==> config.mk <==
export PLATFORM = sky130hd
export DESIGN_NAME = mod_updown_counter
export DESIGN_NICKNAME = d
export VERILOG_FILES = /design/src/rtl/counter_pkg.sv /design/src/rtl/counter_step.sv /design/src/rtl/mod_updown_counter.sv
export SDC_FILE = /design/constraint.sdc
export NUM_CORES = 1
export LEC_CHECK = 0
export BUFFER_PORTS_ARGS = -buffer_cell sky130_fd_sc_hd__buf_4
export CORE_MARGIN = 8
export CORE_UTILIZATION = 43
export DETAILED_ROUTE_END_ITERATION = 6
export PLACE_DENSITY = 0.79
export RECOVER_POWER = 25
export SLEW_MARGIN = 15
export SYNTH_ARGS = -nofsm -noshare
export SYNTH_HDL_FRONTEND = slang
export SYNTH_SLANG_ARGS = --single-unit
==> constraint.sdc <==
create_clock -name clk -period 2.2 [get_ports clk]
set_input_delay 0.11 -clock clk [delete_from_list [all_inputs] [get_ports clk]]
set_output_delay 0.11 -clock clk [all_outputs]
set_load 0.02 [all_outputs]
==> src/rtl/counter_pkg.sv <==
// Shared constants and types for the counter family.
package counter_pkg;

    localparam logic DIR_UP   = 1'b1;
    localparam logic DIR_DOWN = 1'b0;

    localparam int unsigned CNT_W = 4;

    typedef enum logic {
        RUN  = 1'b0,
        HALT = 1'b1
    } os_state_e;

endpackage

==> src/rtl/counter_step.sv <==
// Combinational next-value unit for a range-limited up/down counter.
module counter_step
    import counter_pkg::*;
#(
    parameter int unsigned WIDTH = CNT_W
) (
    input  logic [WIDTH-1:0] q,
    input  logic             up,
    input  logic [WIDTH-1:0] mod_max,
    output logic [WIDTH-1:0] q_next,
    output logic             is_wrap,
    output logic             is_term
);

    always_comb begin
        q_next  = q;
        is_wrap = 1'b0;
        is_term = 1'b0;
        if (up == DIR_UP) begin
            is_term = (q == mod_max);
            // >= also pulls out-of-range values back to zero
            if (q >= mod_max) begin
                q_next  = '0;
                is_wrap = 1'b1;
            end else begin
                q_next = q + 1'b1;
            end
        end else begin
            is_term = (q == '0);
            if (q == '0) begin
                q_next  = mod_max;
                is_wrap = 1'b1;
            end else if (q > mod_max) begin
                q_next = mod_max;
            end else begin
                q_next = q - 1'b1;
            end
        end
    end

endmodule

==> src/rtl/mod_updown_counter.sv <==
// Programmable-modulus up/down counter with load, cascade tc, wrap pulse
// and optional one-shot halt.
module mod_updown_counter
    import counter_pkg::*;
#(
    parameter int unsigned       WIDTH   = CNT_W,
    parameter logic [WIDTH-1:0]  RST_VAL = {WIDTH{1'b1}},
    parameter bit                ONESHOT = 1'b0
) (
    input  logic             clk,
    input  logic             rst,
    input  logic             en,
    input  logic             up,
    input  logic             load,
    input  logic [WIDTH-1:0] load_val,
    input  logic [WIDTH-1:0] mod_max,
    output logic [WIDTH-1:0] q,
    output logic             tc,
    output logic             wrap,
    output logic             done
);

    logic [WIDTH-1:0] q_next;
    logic             is_wrap;
    logic             is_term;
    logic             halted;

    counter_step #(
        .WIDTH(WIDTH)
    ) u_step (
        .q      (q),
        .up     (up),
        .mod_max(mod_max),
        .q_next (q_next),
        .is_wrap(is_wrap),
        .is_term(is_term)
    );

    assign tc = en & is_term;

    always_ff @(posedge clk or posedge rst) begin
        if (rst) begin
            q    <= RST_VAL;
            wrap <= 1'b0;
        end else if (load) begin
            q    <= load_val;
            wrap <= 1'b0;
        end else if (en && !halted) begin
            // One-shot parks on the terminal value instead of wrapping
            if (ONESHOT && is_term) begin
                wrap <= 1'b0;
            end else begin
                q    <= q_next;
                wrap <= is_wrap;
            end
        end else begin
            wrap <= 1'b0;
        end
    end

    if (ONESHOT) begin : g_oneshot
        os_state_e state;

        always_ff @(posedge clk or posedge rst) begin
            if (rst) begin
                state <= RUN;
            end else if (load) begin
                state <= RUN;
            end else if (en && state == RUN && is_term) begin
                state <= HALT;
            end
        end

        assign halted = (state == HALT);
        assign done   = halted;
    end else begin : g_free
        assign halted = 1'b0;
        assign done   = 1'b0;
    end

endmodule

* Word level (Yosys, flattened, before mapping)
Index checks and enable logic that the tools add are counted.
W data, S select, Z words.
** Operators by class
- Add/sub/neg operators :: 2
- Magnitude comparators :: 2
- Eq/ne operators :: 1
- Mux-type cells :: 12
- Bitwise logic cells :: 1
- Reductions and logical operators :: 2
** Operators with widths (count)
- $mux W4 :: 6
- $mux W1 :: 6
- $add A4 B1 Y4 const B :: 1
- $eq A4 B4 Y1 :: 1
- $ge A4 B4 Y1 :: 1
- $gt A4 B4 Y1 :: 1
- $logic_not A4 Y1 :: 1
- $sub A4 B1 Y4 const B :: 1
- $reduce_bool A2 Y1 :: 1
- $and A1 B1 Y1 :: 1
** Word-level totals
- Register bits after elaboration :: 5
- Input bits :: 13
- Word-level logic and storage cells :: 22

* Longest topological paths before layout
Gate-level depths: netlist of the first run.
- Word-level depth :: 6
- Gate-level depth with buffers :: 7
- Gate-level depth less buffers :: 7

* By module
Synthesis of the first run repeated with hierarchy kept, for this count alone.
** Second synthesis, totals
- Cell total of the unflattened synthesis :: 68
- Area total of the unflattened synthesis :: 554.3 um^2
** Modules (own cells, without submodules)
- counter_step :: times used 1, cells each 43, area an instance 302.8 um^2, seq. area each 0.0 um^2
- mod_updown_counter :: times used 1, cells each 25, area an instance 251.5 um^2, seq. area each 130.1 um^2

* Least setup slack after synthesis of the first run
OpenSTA, ideal clock, no wires.
- Path type :: flip-flop to flip-flop
- Start point :: register q[3]
- End point :: register q[0]
- Data arrival time :: 2.094 ns
- Setup slack :: 0.042 ns
- Stages on the path, launching flop included :: 7
- Buffers on the path :: 0
- Cell sequence :: dfstp_2 > ha_1 > a21o_1 > or2_4 > o22a_2 > or4_1 > nand3_1
** On the way
- Longest elaborated chain between the ends :: 6
- Elaborated cells between the ends (all ways) :: 9
** RTL lines
- start: declaration :: line mod_updown_counter.sv:17 : output logic [WIDTH-1:0] q,
- start signal: assignment :: line mod_updown_counter.sv:46 : q <= load_val;
- start signal: assignment :: line mod_updown_counter.sv:53 : q <= q_next;
- $gt A4 B4 Y1 :: line counter_step.sv:33 : end else if (q > mod_max) begin
- $mux W4 :: line counter_step.sv:33
- $mux W4 :: line counter_step.sv:30 : if (q == '0) begin
- $mux W4 * :: line counter_step.sv:19 : if (up == DIR_UP) begin
- $mux W4 * :: line mod_updown_counter.sv:48 : end else if (en && !halted) begin
- $mux W4 * :: line mod_updown_counter.sv:45 : end else if (load) begin
Every way passes the cells marked *; elsewhere a longest branch is shown, timed or not. The select of a mux whose other input is x is not followed.
A chain may end at the register's enable or synchronous reset.

* Worst setup path in the final report of the first run
- Start point :: register q[1]
- End point :: register q[0]
The elaborated chain is that of the path after synthesis.

==> results of run 1 <==
flip-flops by register name, summed over array words and instances (netlist names):
register and flops:
wrap 1, q 4
cells by family (layout without fill, tap and decap cells):
logic type	Yosys count	in the layout	synth area share, %
flops	5	5	22.36
fa+ha+maj	6	6	12.90
xor+xnor	4	4	6.023
compound gates	18	18	21.72
buf+inv	11	36	8.386
other cells	1	1	0.6445
simple gates	28	28	27.96
per-stage QoR:
stage | hold slack (ps) | utilization (%) | instance area (µm²) | setup WS [ps] | total power, W
2_1_floorplan | -114.4 | - | 581.8 | 41.56 | 0.0003218
6_report | 108.7 | 61.54 | 790.8 | 92.75 | 0.0005415
5_1_grt | 112.5 | 61.54 | 790.8 | 22.30 | 0.0005779
3_3_place_gp | 32.36 | 58.71 | 754.5 | 147.1 | 0.0004179
4_1_cts | 101.6 | 61.54 | 790.8 | 95.43 | 0.0005440
3_5_place_dp | 38.40 | 58.71 | 754.5 | 125.0 | 0.0004257
placed cells by master (no fill, tap or decap), types with 2 or more instances in the layout:
cell type and instances:
a21oi_1 5, a31oi_1 2, buf_4 22, clkbuf_4 4
dfstp_2 4, ha_1 6, inv_1 8, nand2_1 3
nand2b_1 2, nand3_1 3, nor2_1 8, nor2b_1 2
nor3_1 3, o21ai_0 2, o41ai_1 2, or4_1 3
xnor2_1 2, xor2_1 2
worst reg2reg max path, delay by kind of cell, from the launching register on:
| family | cells | cell delay [ps] |
|---|---|---|
| AO/OA/AOI/OAI | 1 | 210 |
| adder cells (fa/ha/maj) | 1 | 220 |
| buffers and inverters | 1 | 50 |
| flip-flops | 1 | 560 |
| AND/OR/NAND/NOR | 4 | 1000 |
power groups by stage:
stage	logic (W)	registers [W]	clock network [W]
3_3_place_gp	0.000288	0.000130	0
6_report	0.000297	0.000130	0.000114
3_5_place_dp	0.000295	0.000131	0
5_1_grt	0.000326	0.000132	0.000120
4_1_cts	0.000298	0.000130	0.000116
2_1_floorplan	0.000165	0.000157	0
layer usage:
| metal | share of wire, % | global-route usage (%) | wire length [µm] |
|---|---|---|---|
| met1 | 41 | 13.16 | 660 |
| met2 | 48 | 18.55 | 777 |
| met3 | 8.1 | 2.557 | 131 |
| met4 | 2.8 | 9.052 | 46 |
| met5 | 0 | 0 | 0 |
how the worst min path moves through the flow:
stage / slack [ps] / from / to / depth (start not counted)
2_1_floorplan: -110 / rst / wrap$_DFF_PP0_ / 1
3_3_place_gp: 30 / rst / wrap$_DFF_PP0_ / 2
3_5_place_dp: 40 / rst / wrap$_DFF_PP0_ / 2
4_1_cts: 100 / load / wrap$_DFF_PP0_ / 2
5_1_grt: 110 / load / wrap$_DFF_PP0_ / 2
6_report: 110 / load / wrap$_DFF_PP0_ / 2
what timing repair did:
item | 4_1_cts | 5_1_grt
hold buffers | 1 | 0
setup buffers | 0 | 0
endpoints found under the hold margin | 1 | 0
final cells by class:
| cell class | instances | area (µm²) | area share (%) |
|---|---|---|---|
| inverters | 8 | 30.03 | 3.797 |
| flip-flops and latches | 5 | 130.1 | 16.46 |
| repair buffers | 24 | 182.7 | 23.10 |
| multi-input cells | 57 | 402.9 | 50.95 |
| clock buffers | 4 | 26.28 | 3.323 |
| well taps | 15 | 18.77 | 2.373 |
==> flow_summary.yaml, run 1 <==
setup_path:
  reg2reg_depth: 7
  end_kind: "flip-flop"
  max_stage_delay_ps: 560
  critical_path.max_fanout: 5
  cp.required_ps: 2390
  cpMaxStageDelayCell: "dfstp_2"
  crit_family: "simple AND/OR/NAND/NOR gates"
  worstReg2RegStart: "q[1]$_DFFE_PP1P_"
  r2r_slack_ps: 90
  cp-start-kind: "flip-flop"
  crit_end: "q[0]$_DFFE_PP1P_"
  worst_ep_arrival_time_ps: 2290
  crit_cells: 7
  cp.buffers_inverters: 1
  r2r_end: "q[0]$_DFFE_PP1P_"
  path_cells: "inv_1 > ha_1 > nor3b_4 > or2_4 > o22a_2 > or4_1 > nand3_1"
  worstSetupStartpoint: "q[1]$_DFFE_PP1P_"
  worstSetupPathType: "reg2reg"
synth:
  synth_area_leaders: "dfstp_2 (18%), ha_1 (13%), inv_1 (5.2%)"
  async_flop_share_pct: 100.0
  synth_area_um2: 581.8
  synthTopCellsByCount: "inv_1 (8), nor2_1 (8), ha_1 (6), a21oi_1 (5), dfstp_2 (4)"
  postSynthCellCount: 73
  yosys_most_used_dff: "dfstp_2"
  synth.top_cell.area_share_pct: 18.06
  ys_seq_elements: 5
  synth-seq-area-share_pct: 22.37
  ys_warn_count: 0
  syn_area_per_cell_um2: 7.970
  yosysTopAreaCell: "dfstp_2"
  synth_edf_count: 0
  synthesis.nets: 92
  ys_types: 31
power:
  switching_share_pct: 39.79
  switchingPower_w: 0.0002155
  seqPwrFrac_pct: 24.1
  p_int_w: 0.0003260
  pwr-share-clk_pct: 21.1
  pwr_density_cell_nw_per_um2: 684.8
  comb_power_share_pct: 54.9
  peakVddDrop_v: 0.0003345
  leakage_nw: 0.3996
detailed_routing:
  finalWirelength_um: 1615
  dr.pass1.iters: 4
  drtIter0Drc: 13
  via_per_inst: 5.425
  vias: 613
  drc: 0
  antenna_left: 0
  wl_per_cell_um: 14.29
global_route:
  antenna_found_initial: 0
  grt_pass1_wl_um: 2435
  grt_max_degree: 11
  grt_pass1_vias: 594
  grt_usage_pct: 11.71
  overflow: 0
cts:
  cts_root_buf: "clkbuf_4"
  clkSinkCount: 5
  cts_resized: 0
  htreeDepth: 1
  clockBufferDepth: 2
  clkSlewWorstSetupHoldPaths_ps: 50
  cts_tree: "built"
  insertion_delay_ps: 250
  cts_made_buffers: 3
outcome:
  outcome: "finished clean"
place:
  portBuffers: 18
  hpwlAfterDp_um: 1365
  dp_cells: 108
  place.gp.congestion: 0.8827
die:
  core_area_um2: 1285
  pin_count: 20
  initial_core_util_pct: 45.28
  num_rows: 13
  fp.dieH_um: 52.79
  die_w_um: 52.79
  dieArea_um2: 2786
final_layout:
  drive_gt1_share_pct: 34.69
  areaGrowthSynthToFinish_pct: 35.91
  antenna_cells: 0
  fin_cells: 113
  n_fill_cell: 115
  num-nets-final: 118
timing:
  setup_viol_count_final: 0
  finalCritPeriodShare_pct: 95.78
  post-route-min-period_ps: 2107
  finalHoldViolations: 0
  setup-tns-final_ps: 0
  skew_ps: 6.120
  timing.fmax_mhz: 474.6
  rsz0062_at_grt: "false"
  drv_slew: 0
job:
  cap_violations: 0
min_path:
  min_path_type: "in2reg"
No activity file was read; power rests on OpenSTA's default activity.
==> run 2, diff against run 1 <==
==> constraint.sdc (replaced) <==
create_clock -name clk -period 2.2 [get_ports clk]
set_input_delay 0 -clock clk [delete_from_list [all_inputs] [get_ports clk]]
set_output_delay 0 -clock clk [all_outputs]
set_load 0.02 [all_outputs]
==> run 2 against run 1 <==
Global-route usage grew 0.11 points. Combinational power is essentially flat. Register-to-register slack is essentially flat. Highest routed layer unchanged. Clock skew is the same. Flip-flop and latch count is the same. Total power grew 0.24%. Largest power group unchanged.
==> flow_summary.yaml, run 2 (same netlist as run 1, synthesis figures left out) <==
setup_path:
  max_stage_delay_ps: 560
  r2r_end: "q[0]$_DFFE_PP1P_"
  worstSetupStartpoint: "q[1]$_DFFE_PP1P_"
  critical_path.max_fanout: 5
  cpMaxStageDelayCell: "dfstp_2"
  worst_ep_arrival_time_ps: 2290
  r2r_slack_ps: 90
  worstSetupPathType: "reg2reg"
  reg2reg_depth: 7
  worstReg2RegStart: "q[1]$_DFFE_PP1P_"
  cp-start-kind: "flip-flop"
  cp.required_ps: 2390
  end_kind: "flip-flop"
  path_cells: "inv_1 > ha_1 > nor3b_4 > or2_4 > o22a_2 > or4_1 > nand3_1"
timing:
  post-route-min-period_ps: 2106
  drv_slew: 0
  holdWs_ps: 42.99
  rsz0062_at_grt: "false"
  skew_ps: 6.120
  setup-tns-final_ps: 0
  finalHoldViolations: 0
  setup_viol_count_final: 0
  timing.fmax_mhz: 474.8
  finalCritPeriodShare_pct: 95.73
power:
  peakVddDrop_v: 0.0003345
  p_int_w: 0.0003272
  switching_share_pct: 39.73
  leakage_nw: 0.4037
  comb_power_share_pct: 55.0
  pwr-share-clk_pct: 21.0
  pwr_density_cell_nw_per_um2: 677.8
  switchingPower_w: 0.0002156
  seqPwrFrac_pct: 24.0
final_layout:
  drive_gt1_share_pct: 34.34
  n_fill_cell: 114
  num-nets-final: 119
  top_register: "q"
  fin_cells: 114
  antenna_cells: 0
  fin_util_pct: 62.32
  final_common_cell: "buf_4"
  final_cell_mix: "buf_4 (22), inv_1 (8), nor2_1 (8)"
  areaGrowthSynthToFinish_pct: 37.63
  fin_area_um2: 800.8
  reg.largest.list: "q x4, wrap x1"
  largest_reg_flops: 4
cts:
  clkSinkCount: 5
  postCtsSetupBuffers: 0
  cts_made_buffers: 3
  clkSlewWorstSetupHoldPaths_ps: 50
  clockBufferDepth: 2
  cts_tree: "built"
  htreeDepth: 1
  cts_root_buf: "clkbuf_4"
  insertion_delay_ps: 250
die:
  die_w_um: 52.79
  initial_core_util_pct: 45.28
  dieArea_um2: 2786
  num_rows: 13
  pin_count: 20
  fp.dieH_um: 52.79
  core_area_um2: 1285
detailed_routing:
  finalWirelength_um: 1620
  drtIter0Drc: 13
  dr.pass1.iters: 4
  vias: 619
  wl_per_cell_um: 14.21
  via_per_inst: 5.430
  antenna_left: 0
  drc: 0
min_path:
  min_to: "q[2]$_DFFE_PP1P_"
  hold_path_depth: 3
  min_path_type: "in2reg"
  min_from: "load_val[2]"
place:
  place_area_um2: 754.5
  hpwlAfterDp_um: 1365
  dp_cells: 108
  place.gp.congestion: 0.8827
  portBuffers: 18
global_route:
  grt_max_degree: 11
  grt_pass1_vias: 596
  overflow: 0
  grt_pass1_wl_um: 2463
  grt_usage_pct: 11.83
  antenna_found_initial: 0
outcome:
  outcome: "finished clean"
job:
  cap_violations: 0
==> run 2: cell types whose count changed in the layout (fill, tap and decap cells not counted) <==
cell           change
dlygate4sd3_1      +1
==> run 2: critical path: cells and delay by family (launching register included) <==
| kind | cells | cell delay, ps |
|---|---|---|
| compound gates | 1 | 210 |
| flops | 1 | 560 |
| buf+inv | 1 | 50 |
| simple gates | 4 | 1000 |
| fa+ha+maj | 1 | 210 |
==> run 2: worst max-delay path by stage <==
| stage | slack (ps) | end | cells after the start |
|---|---|---|---|
| 2_1_floorplan | 40 | q[0]$_DFFE_PP1P_ | 6 |
| 3_3_place_gp | 150 | q[1]$_DFFE_PP1P_ | 7 |
| 3_5_place_dp | 120 | q[0]$_DFFE_PP1P_ | 7 |
| 4_1_cts | 100 | q[0]$_DFFE_PP1P_ | 7 |
| 5_1_grt | 20 | q[2]$_DFFE_PP1P_ | 7 |
| 6_report | 90 | q[0]$_DFFE_PP1P_ | 7 |
==> run 2: layout make-up <==
type                       instances  area [µm²]  area share [%]
inverter                           8       30.03           3.750
tap                               15       18.77           2.344
clock buffer                       4       26.28           3.281
timing repair buffer              25       192.7           24.06
sequential                         5       130.1           16.25
multi-input combinational         57       402.9           50.31
==> run 2: power groups by stage <==
stage | logic [W] | clock network [W] | registers [W]
2_1_floorplan | 0.000165 | 0 | 0.000157
3_3_place_gp | 0.000288 | 0 | 0.000130
3_5_place_dp | 0.000295 | 0 | 0.000131
4_1_cts | 0.000299 | 0.000116 | 0.000130
5_1_grt | 0.000327 | 0.000120 | 0.000132
6_report | 0.000299 | 0.000114 | 0.000130
==> run 2: metal layers <==
metal | part of all wire [%] | global-route usage, % | up-vias
met5 | 0 | 0 | -
met4 | 2.8 | 9.052 | 0
met3 | 8.6 | 2.841 | 5
met2 | 48 | 18.95 | 23
met1 | 40 | 13.00 | 276
li1 | - | - | 315
==> run 2: stage by stage <==
step | power, W | worst slack, ps
3_3_place_gp | 0.0004179 | 147.1
5_1_grt | 0.0005793 | 22.30
6_report | 0.0005428 | 93.89
2_1_floorplan | 0.0003218 | 41.56
3_5_place_dp | 0.0004257 | 125.0
4_1_cts | 0.0005454 | 95.43
==> run 2: what timing repair did <==
action                                 CTS  global route
endpoints found under the hold margin    6             0
gates resized for setup                  0             0
hold buffers                             2             0
